## src/rtl/eim_bus_frontend.sv

```systemverilog
// i.MX EIM multiplexed address/data bus front end: synchronizes the raw pins,
// decodes address/read/write phases and talks to the downstream register bank.
module eim_bus_frontend #(
   parameter int ADDR_W      = 8,
   parameter int DATA_W      = 8,
   parameter int SYNC_STAGES = 2,
   parameter int RD_TIMEOUT  = 15
) (
   input  logic              clk,
   input  logic              rst_n,
   input  logic              eim_cs0_n,
   input  logic              eim_lba_n,
   input  logic              eim_wr_n,
   input  logic              eim_oe_n,
   input  logic [DATA_W-1:0] da_in,
   output logic [DATA_W-1:0] da_out,
   output logic              da_oe,
   output logic              eim_wait_n,
   output logic              wr_valid,
   output logic [ADDR_W-1:0] wr_addr,
   output logic [DATA_W-1:0] wr_data,
   output logic              rd_req,
   output logic [ADDR_W-1:0] rd_addr,
   input  logic              rd_valid,
   input  logic [DATA_W-1:0] rd_data,
   output logic              rd_timeout
);

   localparam int CNT_W = $clog2(RD_TIMEOUT + 1);

   typedef enum logic [2:0] {IDLE, ADDR, RD_WAIT, RD_HOLD, WR_WAIT} state_t;

   // Control bits packed as {cs, lba, wr, oe}; all idle high.
   logic [SYNC_STAGES-1:0][3:0]        ctl_sync_q, ctl_sync_d;
   logic [SYNC_STAGES-1:0][DATA_W-1:0] da_sync_q, da_sync_d;
   logic [1:0]                         hist_q, hist_d;

   logic              cs_s, lba_s, wr_s, oe_s;
   logic [DATA_W-1:0] da_s;
   logic              lba_fall, lba_rise, wr_fall, wr_rise;

   state_t            state_q, state_d;
   logic [ADDR_W-1:0] addr_q, addr_d;
   logic [CNT_W-1:0]  cnt_q, cnt_d;
   logic [DATA_W-1:0] da_out_q, da_out_d;
   logic              da_oe_q, da_oe_d;
   logic              wait_n_q, wait_n_d;
   logic              wr_valid_q, wr_valid_d;
   logic [ADDR_W-1:0] wr_addr_q, wr_addr_d;
   logic [DATA_W-1:0] wr_data_q, wr_data_d;
   logic              rd_req_q, rd_req_d;
   logic [ADDR_W-1:0] rd_addr_q, rd_addr_d;
   logic              rd_timeout_q, rd_timeout_d;

   always_comb begin
      ctl_sync_d = {ctl_sync_q[SYNC_STAGES-2:0], {eim_cs0_n, eim_lba_n, eim_wr_n, eim_oe_n}};
      da_sync_d  = {da_sync_q[SYNC_STAGES-2:0], da_in};
   end

   assign cs_s  = ctl_sync_q[SYNC_STAGES-1][3];
   assign lba_s = ctl_sync_q[SYNC_STAGES-1][2];
   assign wr_s  = ctl_sync_q[SYNC_STAGES-1][1];
   assign oe_s  = ctl_sync_q[SYNC_STAGES-1][0];
   assign da_s  = da_sync_q[SYNC_STAGES-1];

   assign hist_d   = {lba_s, wr_s};
   assign lba_fall =  hist_q[1] & ~lba_s;
   assign lba_rise = ~hist_q[1] &  lba_s;
   assign wr_fall  =  hist_q[0] & ~wr_s;
   assign wr_rise  = ~hist_q[0] &  wr_s;

   always_comb begin
      // NOTE: every variable gets a default here so no path leaves one unassigned (no latches).
      state_d      = state_q;
      addr_d       = addr_q;
      cnt_d        = cnt_q;
      da_out_d     = da_out_q;
      wr_addr_d    = wr_addr_q;
      wr_data_d    = wr_data_q;
      rd_addr_d    = rd_addr_q;
      wr_valid_d   = 1'b0;
      rd_req_d     = 1'b0;
      rd_timeout_d = 1'b0;

      case (state_q)
         IDLE: if (lba_fall && !cs_s) begin
            addr_d  = da_s[ADDR_W-1:0];
            state_d = ADDR;
         end
         ADDR: if (lba_rise) begin
            if (!wr_s) begin
               state_d = WR_WAIT;
            end else begin
               rd_req_d  = 1'b1;
               rd_addr_d = addr_q;
               cnt_d     = '0;
               state_d   = RD_WAIT;
            end
         end
         RD_WAIT: begin
            if (wr_fall) begin
               state_d = WR_WAIT;
            end else if (rd_valid) begin
               da_out_d = rd_data;
               state_d  = RD_HOLD;
            end else if (cnt_q == CNT_W'(RD_TIMEOUT - 1)) begin
               da_out_d     = '1;
               rd_timeout_d = 1'b1;
               state_d      = RD_HOLD;
            end else begin
               cnt_d = cnt_q + 1'b1;
            end
         end
         RD_HOLD: begin
            if (lba_fall) begin
               addr_d  = da_s[ADDR_W-1:0];
               state_d = ADDR;
            end else if (wr_fall) begin
               state_d = WR_WAIT;
            end
         end
         WR_WAIT: if (wr_rise) begin
            wr_valid_d = 1'b1;
            wr_addr_d  = addr_q;
            wr_data_d  = da_s;
            state_d    = IDLE;
         end
         default: state_d = IDLE;
      endcase

      // Chip-select deassertion abandons whatever transfer is in flight.
      if (state_q != IDLE && cs_s) begin
         state_d      = IDLE;
         addr_d       = addr_q;
         da_out_d     = da_out_q;
         wr_addr_d    = wr_addr_q;
         wr_data_d    = wr_data_q;
         rd_addr_d    = rd_addr_q;
         wr_valid_d   = 1'b0;
         rd_req_d     = 1'b0;
         rd_timeout_d = 1'b0;
      end

      da_oe_d  = (state_d == RD_HOLD) && !oe_s;
      wait_n_d = !((state_d == RD_WAIT) && !oe_s);
   end

   always_ff @(posedge clk or negedge rst_n) begin
      if (!rst_n) begin
         ctl_sync_q   <= '1;
         da_sync_q    <= '0;
         hist_q       <= '1;
         state_q      <= IDLE;
         addr_q       <= '0;
         cnt_q        <= '0;
         da_out_q     <= '0;
         da_oe_q      <= 1'b0;
         wait_n_q     <= 1'b1;
         wr_valid_q   <= 1'b0;
         wr_addr_q    <= '0;
         wr_data_q    <= '0;
         rd_req_q     <= 1'b0;
         rd_addr_q    <= '0;
         rd_timeout_q <= 1'b0;
      end else begin
         // NOTE: non-blocking assignments so every flop samples pre-edge values.
         ctl_sync_q   <= ctl_sync_d;
         da_sync_q    <= da_sync_d;
         hist_q       <= hist_d;
         state_q      <= state_d;
         addr_q       <= addr_d;
         cnt_q        <= cnt_d;
         da_out_q     <= da_out_d;
         da_oe_q      <= da_oe_d;
         wait_n_q     <= wait_n_d;
         wr_valid_q   <= wr_valid_d;
         wr_addr_q    <= wr_addr_d;
         wr_data_q    <= wr_data_d;
         rd_req_q     <= rd_req_d;
         rd_addr_q    <= rd_addr_d;
         rd_timeout_q <= rd_timeout_d;
      end
   end

   assign da_out     = da_out_q;
   assign da_oe      = da_oe_q;
   assign eim_wait_n = wait_n_q;
   assign wr_valid   = wr_valid_q;
   assign wr_addr    = wr_addr_q;
   assign wr_data    = wr_data_q;
   assign rd_req     = rd_req_q;
   assign rd_addr    = rd_addr_q;
   assign rd_timeout = rd_timeout_q;

endmodule
```

## config.mk

```make
export PLATFORM = sky130hd
export DESIGN_NAME = eim_bus_frontend
export DESIGN_NICKNAME = d
export VERILOG_FILES = /design/src/rtl/eim_bus_frontend.sv
export SDC_FILE = /design/constraint.sdc
export NUM_CORES = 1
export LEC_CHECK = 0
export BUFFER_PORTS_ARGS = -buffer_cell sky130_fd_sc_hd__buf_4
export CAP_MARGIN = 20
export CORE_AREA = 3 3 74 93
export CTS_CLUSTER_SIZE = 20
export DETAILED_ROUTE_END_ITERATION = 6
export DIE_AREA = 0 0 77 96
export GPL_TIMING_DRIVEN = 0
export PLACE_DENSITY_LB_ADDON = 0.15
export SLEW_MARGIN = 20
export SYNTH_ARGS = -nofsm -noshare
export SYNTH_HDL_FRONTEND = slang
export SYNTH_SLANG_ARGS = --single-unit
```

## constraint.sdc

```tcl
create_clock -name clk -period 1.72 [get_ports clk]
set_input_delay 0.258 -clock clk [delete_from_list [all_inputs] [get_ports clk]]
set_output_delay 0.258 -clock clk [all_outputs]
set_load 0.01 [all_outputs]
```

==> metrics.txt <==
# TYPE chip_impl_metric gauge
chip_impl_metric{name="die_height",unit="um"} 96
chip_impl_metric{name="worst_setup_hold_path_clk_slew",unit="ps"} 80
chip_impl_metric{name="fill_cells",unit=""} 495
chip_impl_metric{name="residual_overflow_from_global_routing",unit=""} 0
chip_impl_metric{name="core_area",unit="um2"} 6126
chip_impl_metric{name="netlist_instances",unit=""} 185
chip_impl_metric{name="cts.sinks",unit=""} 78
chip_impl_metric{name="route.final.wire_length",unit="um"} 5051
chip_impl_metric{name="initial_core_util",unit="%"} 47.24
chip_impl_metric{name="max-slew-margin-rel",unit="%"} 39.30
chip_impl_metric{name="cellInternalPower",unit="W"} 0.003935
chip_impl_metric{name="power.share.switching",unit="%"} 28.49
chip_impl_info{name="cts_tree",value="done"} 1
chip_impl_metric{name="layout_nets",unit=""} 295
chip_impl_metric{name="number_of_global_route_vias_before_repair",unit=""} 1647
chip_impl_metric{name="final_period_minus_worst_setup_slack",unit="ps"} 1646
chip_impl_metric{name="placed_cells_incl_taps",unit=""} 329
chip_impl_metric{name="cts-buffers-inserted",unit=""} 9
chip_impl_metric{name="total_leakage_power",unit="nW"} 1.823
chip_impl_info{name="hold_class",value="in -> reg"} 1
chip_impl_metric{name="ys_ff_latch",unit=""} 78
chip_impl_metric{name="grt_max_degree",unit=""} 79
chip_impl_metric{name="final_max_slew_violation_count",unit=""} 0
chip_impl_metric{name="hold_path_cells",unit=""} 1
chip_impl_info{name="cts.root.buffer_cell",value="clkbuf_8"} 1
chip_impl_metric{name="ant_nets_after_route",unit=""} 0
chip_impl_metric{name="layout_worst_path_cycle_share",unit="%"} 95.71
chip_impl_info{name="critical_path_launch_point_type",value="register"} 1
chip_impl_metric{name="crit_arrival",unit="ps"} 1920
chip_impl_metric{name="sequential_cell_area",unit="um2"} 1966
chip_impl_metric{name="cell_area_placed",unit="um2"} 3443
chip_impl_metric{name="seq_area_frac_synth",unit="%"} 67.92
chip_impl_metric{name="grt_use_total",unit="%"} 14.44
chip_impl_metric{name="antenna_violations_before_repair",unit=""} 0
chip_impl_metric{name="routed_via_density",unit=""} 4.883
chip_impl_metric{name="maxClockFrequency",unit="GHz"} 0.6074
chip_impl_metric{name="first_pass_iters",unit=""} 4
chip_impl_metric{name="setup_ws",unit="ps"} 73.73
chip_impl_info{name="grt_setup_unrepaired",value="no"} 1
chip_impl_metric{name="synth_area_per_cell",unit="um2"} 15.64
chip_impl_metric{name="final_util",unit="%"} 62.46
chip_impl_metric{name="timing.reg2reg.setup_slack",unit="ps"} 70
chip_impl_info{name="endpoint_kind",value="register"} 1
chip_impl_metric{name="worst_ep_required_time",unit="ps"} 1990
chip_impl_metric{name="multi_input_comb_area",unit="um2"} 908.4
chip_impl_metric{name="clock_tree.htree_level_count",unit=""} 3
chip_impl_metric{name="place.gp.congestion",unit=""} 0.7039
chip_impl_metric{name="via_count",unit=""} 1758
chip_impl_metric{name="mappedNetlistNets",unit=""} 210
chip_impl_metric{name="die_w",unit="um"} 77
chip_impl_metric{name="skew",unit="ps"} 6.803
chip_impl_metric{name="timing.final.hold_violations",unit=""} 0
chip_impl_info{name="timing.rr.end",value="da_oe$_DFF_PN0_"} 1
chip_impl_metric{name="worst-slew-pin-transition",unit="ps"} 910.5
chip_impl_metric{name="core.rowCount",unit=""} 32
chip_impl_metric{name="setup_viol",unit=""} 0
chip_impl_metric{name="first_iter_violations",unit=""} 66
chip_impl_metric{name="post_route_cells_drive_above_1_share",unit="%"} 54.55
chip_impl_metric{name="syn_to_final_growth",unit="%"} 32.21
chip_impl_info{name="reg2reg_from",value="state_q[1]$_DFF_PN0_"} 1
chip_impl_metric{name="routedWlPerCell",unit="um"} 14.03
chip_impl_metric{name="synth-async-reset-ratio",unit="%"} 100.0
chip_impl_metric{name="post-dp-hpwl",unit="um"} 3199
chip_impl_metric{name="switching_power",unit="W"} 0.001568
chip_impl_metric{name="insertion_delay",unit="ps"} 350
chip_impl_info{name="most-common-layout-cells",value="68 x buf_4, 67 x dfrtp_1, 40 x mux2_2"} 1
chip_impl_metric{name="post_synth_edffs",unit=""} 0
chip_impl_metric{name="finish.cell_count_without_fillers",unit=""} 360
chip_impl_metric{name="maxCapViolations",unit=""} 0
chip_impl_metric{name="netlist-cell-type-count",unit=""} 36
chip_impl_metric{name="power.ir.vdd_worst",unit="mV"} 1.306
chip_impl_metric{name="fin_tns_setup",unit="ps"} 0
chip_impl_metric{name="floorplan.io_pins",unit=""} 60
chip_impl_metric{name="drc_errors",unit=""} 0
chip_impl_metric{name="worst_r2r_path_depth",unit=""} 5
chip_impl_metric{name="cts_max_path_buffers",unit=""} 2
chip_impl_metric{name="pre_cts_setup_slack",unit="ps"} -191.1
chip_impl_metric{name="antenna-diode-count",unit=""} 0
chip_impl_metric{name="layout.cell_area.non_filler",unit="um2"} 3826
chip_impl_metric{name="combinationalPowerShare",unit="%"} 28.3
chip_impl_metric{name="worstPathMaxFanout",unit=""} 9
chip_impl_info{name="min-delay-start",value="da_in[1]"} 1
chip_impl_metric{name="io_buffers",unit=""} 59
chip_impl_info{name="synth-main-ff-cell",value="dfrtp_1"} 1
chip_impl_metric{name="die_outline_area",unit="um2"} 7392
chip_impl_metric{name="cellPowerDensity",unit="nW/um2"} 1438
chip_impl_metric{name="power_frac_clock",unit="%"} 24.6
chip_impl_info{name="outcome",value="complete, no violations"} 1
chip_impl_metric{name="synthesis.area",unit="um2"} 2894
chip_impl_metric{name="first_pass_grt_wire_length",unit="um"} 8093
chip_impl_info{name="layout_commonest_cell",value="buf_4"} 1
chip_impl_metric{name="yosysWarnings",unit=""} 0
chip_impl_info{name="crit_type",value="reg -> reg"} 1
chip_impl_info{name="worstHoldEndpoint",value="da_sync_d[9]$_DFF_PN0_"} 1
chip_impl_metric{name="sequentialPowerShare",unit="%"} 47.2
## cell type report
| class | count | share of cell area, % |
|---|---|---|
| Timing Repair Buffer | 75 | 15.21 |
| Multi-Input combinational cell | 95 | 23.74 |
| Tap cell | 85 | 2.780 |
| Sequential cell | 78 | 51.37 |
| Buffer | 5 | 1.079 |
| Clock inverter | 5 | 1.537 |
| Clock buffer | 11 | 3.695 |
| Inverter | 6 | 0.5886 |
## cell usage after synthesis (all sizes together), types with 3 or more instances
cell / n / area share, %
nor2: 5 / 0.65
dfstp: 11 / 10
o21ai: 3 / 0.52
mux2: 40 / 16
nand3b: 3 / 0.91
inv: 6 / 0.78
o31ai: 3 / 0.78
dfrtp: 67 / 58
nand3: 5 / 0.86
nand2b: 10 / 2.2
buf: 5 / 1.5
## power groups by stage
stage	combinational, W	clock (W)	sequential, W
floorplan	0.000668	0	0.00273
global placement	0.00147	0	0.00262
detailed placement	0.00149	0	0.00264
CTS	0.00153	0.00138	0.00260
global route	0.00170	0.00146	0.00268
finish	0.00156	0.00135	0.00260
## what timing repair did
| item | in CTS | in global routing |
|---|---|---|
| setup buffers | 2 | 6 |
| pin swaps | 2 | 6 |
| cloned | 0 | 1 |
| hold buffers | 0 | 7 |
| endpoints found under the setup margin | 25 | 36 |
| endpoints found under the hold margin | 0 | 7 |
| gates resized for setup | 7 | 2 |
## registers in the layout, indices dropped and copies added, names as in the netlist, 2 cells and up
| signal | cells |
|---|---|
| cnt_q | 4 |
| rd_addr | 8 |
| wr_data | 8 |
| hist_q | 2 |
| da_s | 8 |
| ctl_sync_d | 4 |
| da_out | 8 |
| state_q | 3 |
| da_sync_d | 8 |
| ctl_sync_q | 3 |
| wr_addr | 8 |
| addr_q | 8 |
## worst max-delay path, stage by stage (launching register included)
cell	delay (ps)
dfrtp_1	360
buf_4	160
or4b_1	520
o311a_1	130
o22a_1	240
nor3b_2	160
## cell families after synthesis
logic type               Yosys count  share of synthesized area [%]
AO/OA/AOI/OAI                     17                          4.237
XOR/XNOR                           1                         0.3027
adder cells (fa/ha/maj)            2                         0.8645
buffers and inverters             12                          2.377
flip-flops                        78                          67.92
multiplexers                      40                          15.56
AND/OR/NAND/NOR                   35                          8.733
## per-stage QoR
| stage | hold slack [ps] | total power [W] |
|---|---|---|
| global route | 0.08871 | 0.005837 |
| finish | 16.32 | 0.005502 |
| detailed placement | 340.3 | 0.004130 |
| floorplan | -37.59 | 0.003395 |
| global placement | 331.6 | 0.004089 |
| CTS | 1.806 | 0.005524 |
## worst max-delay path by stage
| stage | from | end | slack, ps | cells past startpoint |
|---|---|---|---|---|
| 2_1_floorplan | ctl_sync_q[5]$_DFF_PN1_ | da_out[0]$_DFFE_PN0P_ | 9 | 4 |
| 3_3_place_gp | ctl_sync_q[5]$_DFF_PN1_ | da_out[4]$_DFFE_PN0P_ | -180 | 4 |
| 3_5_place_dp | ctl_sync_q[5]$_DFF_PN1_ | da_out[2]$_DFFE_PN0P_ | -190 | 4 |
| 4_1_cts | state_q[1]$_DFF_PN0_ | addr_q[5]$_DFFE_PN0P_ | 9 | 4 |
| 5_1_grt | cnt_q[0]$_DFFE_PN0P_ | cnt_q[3]$_DFFE_PN0P_ | 0.5 | 6 |
| 6_report | state_q[1]$_DFF_PN0_ | da_oe$_DFF_PN0_ | 70 | 5 |
## layer usage
metal	up-vias	GRT usage [%]	routed length, um
li1	823	-	-
met1	873	17.88	2164
met2	51	22.24	2431
met3	11	5.431	357
met4	0	7.567	97
met5	-	0	0
(Power assumes the default switching activity.)
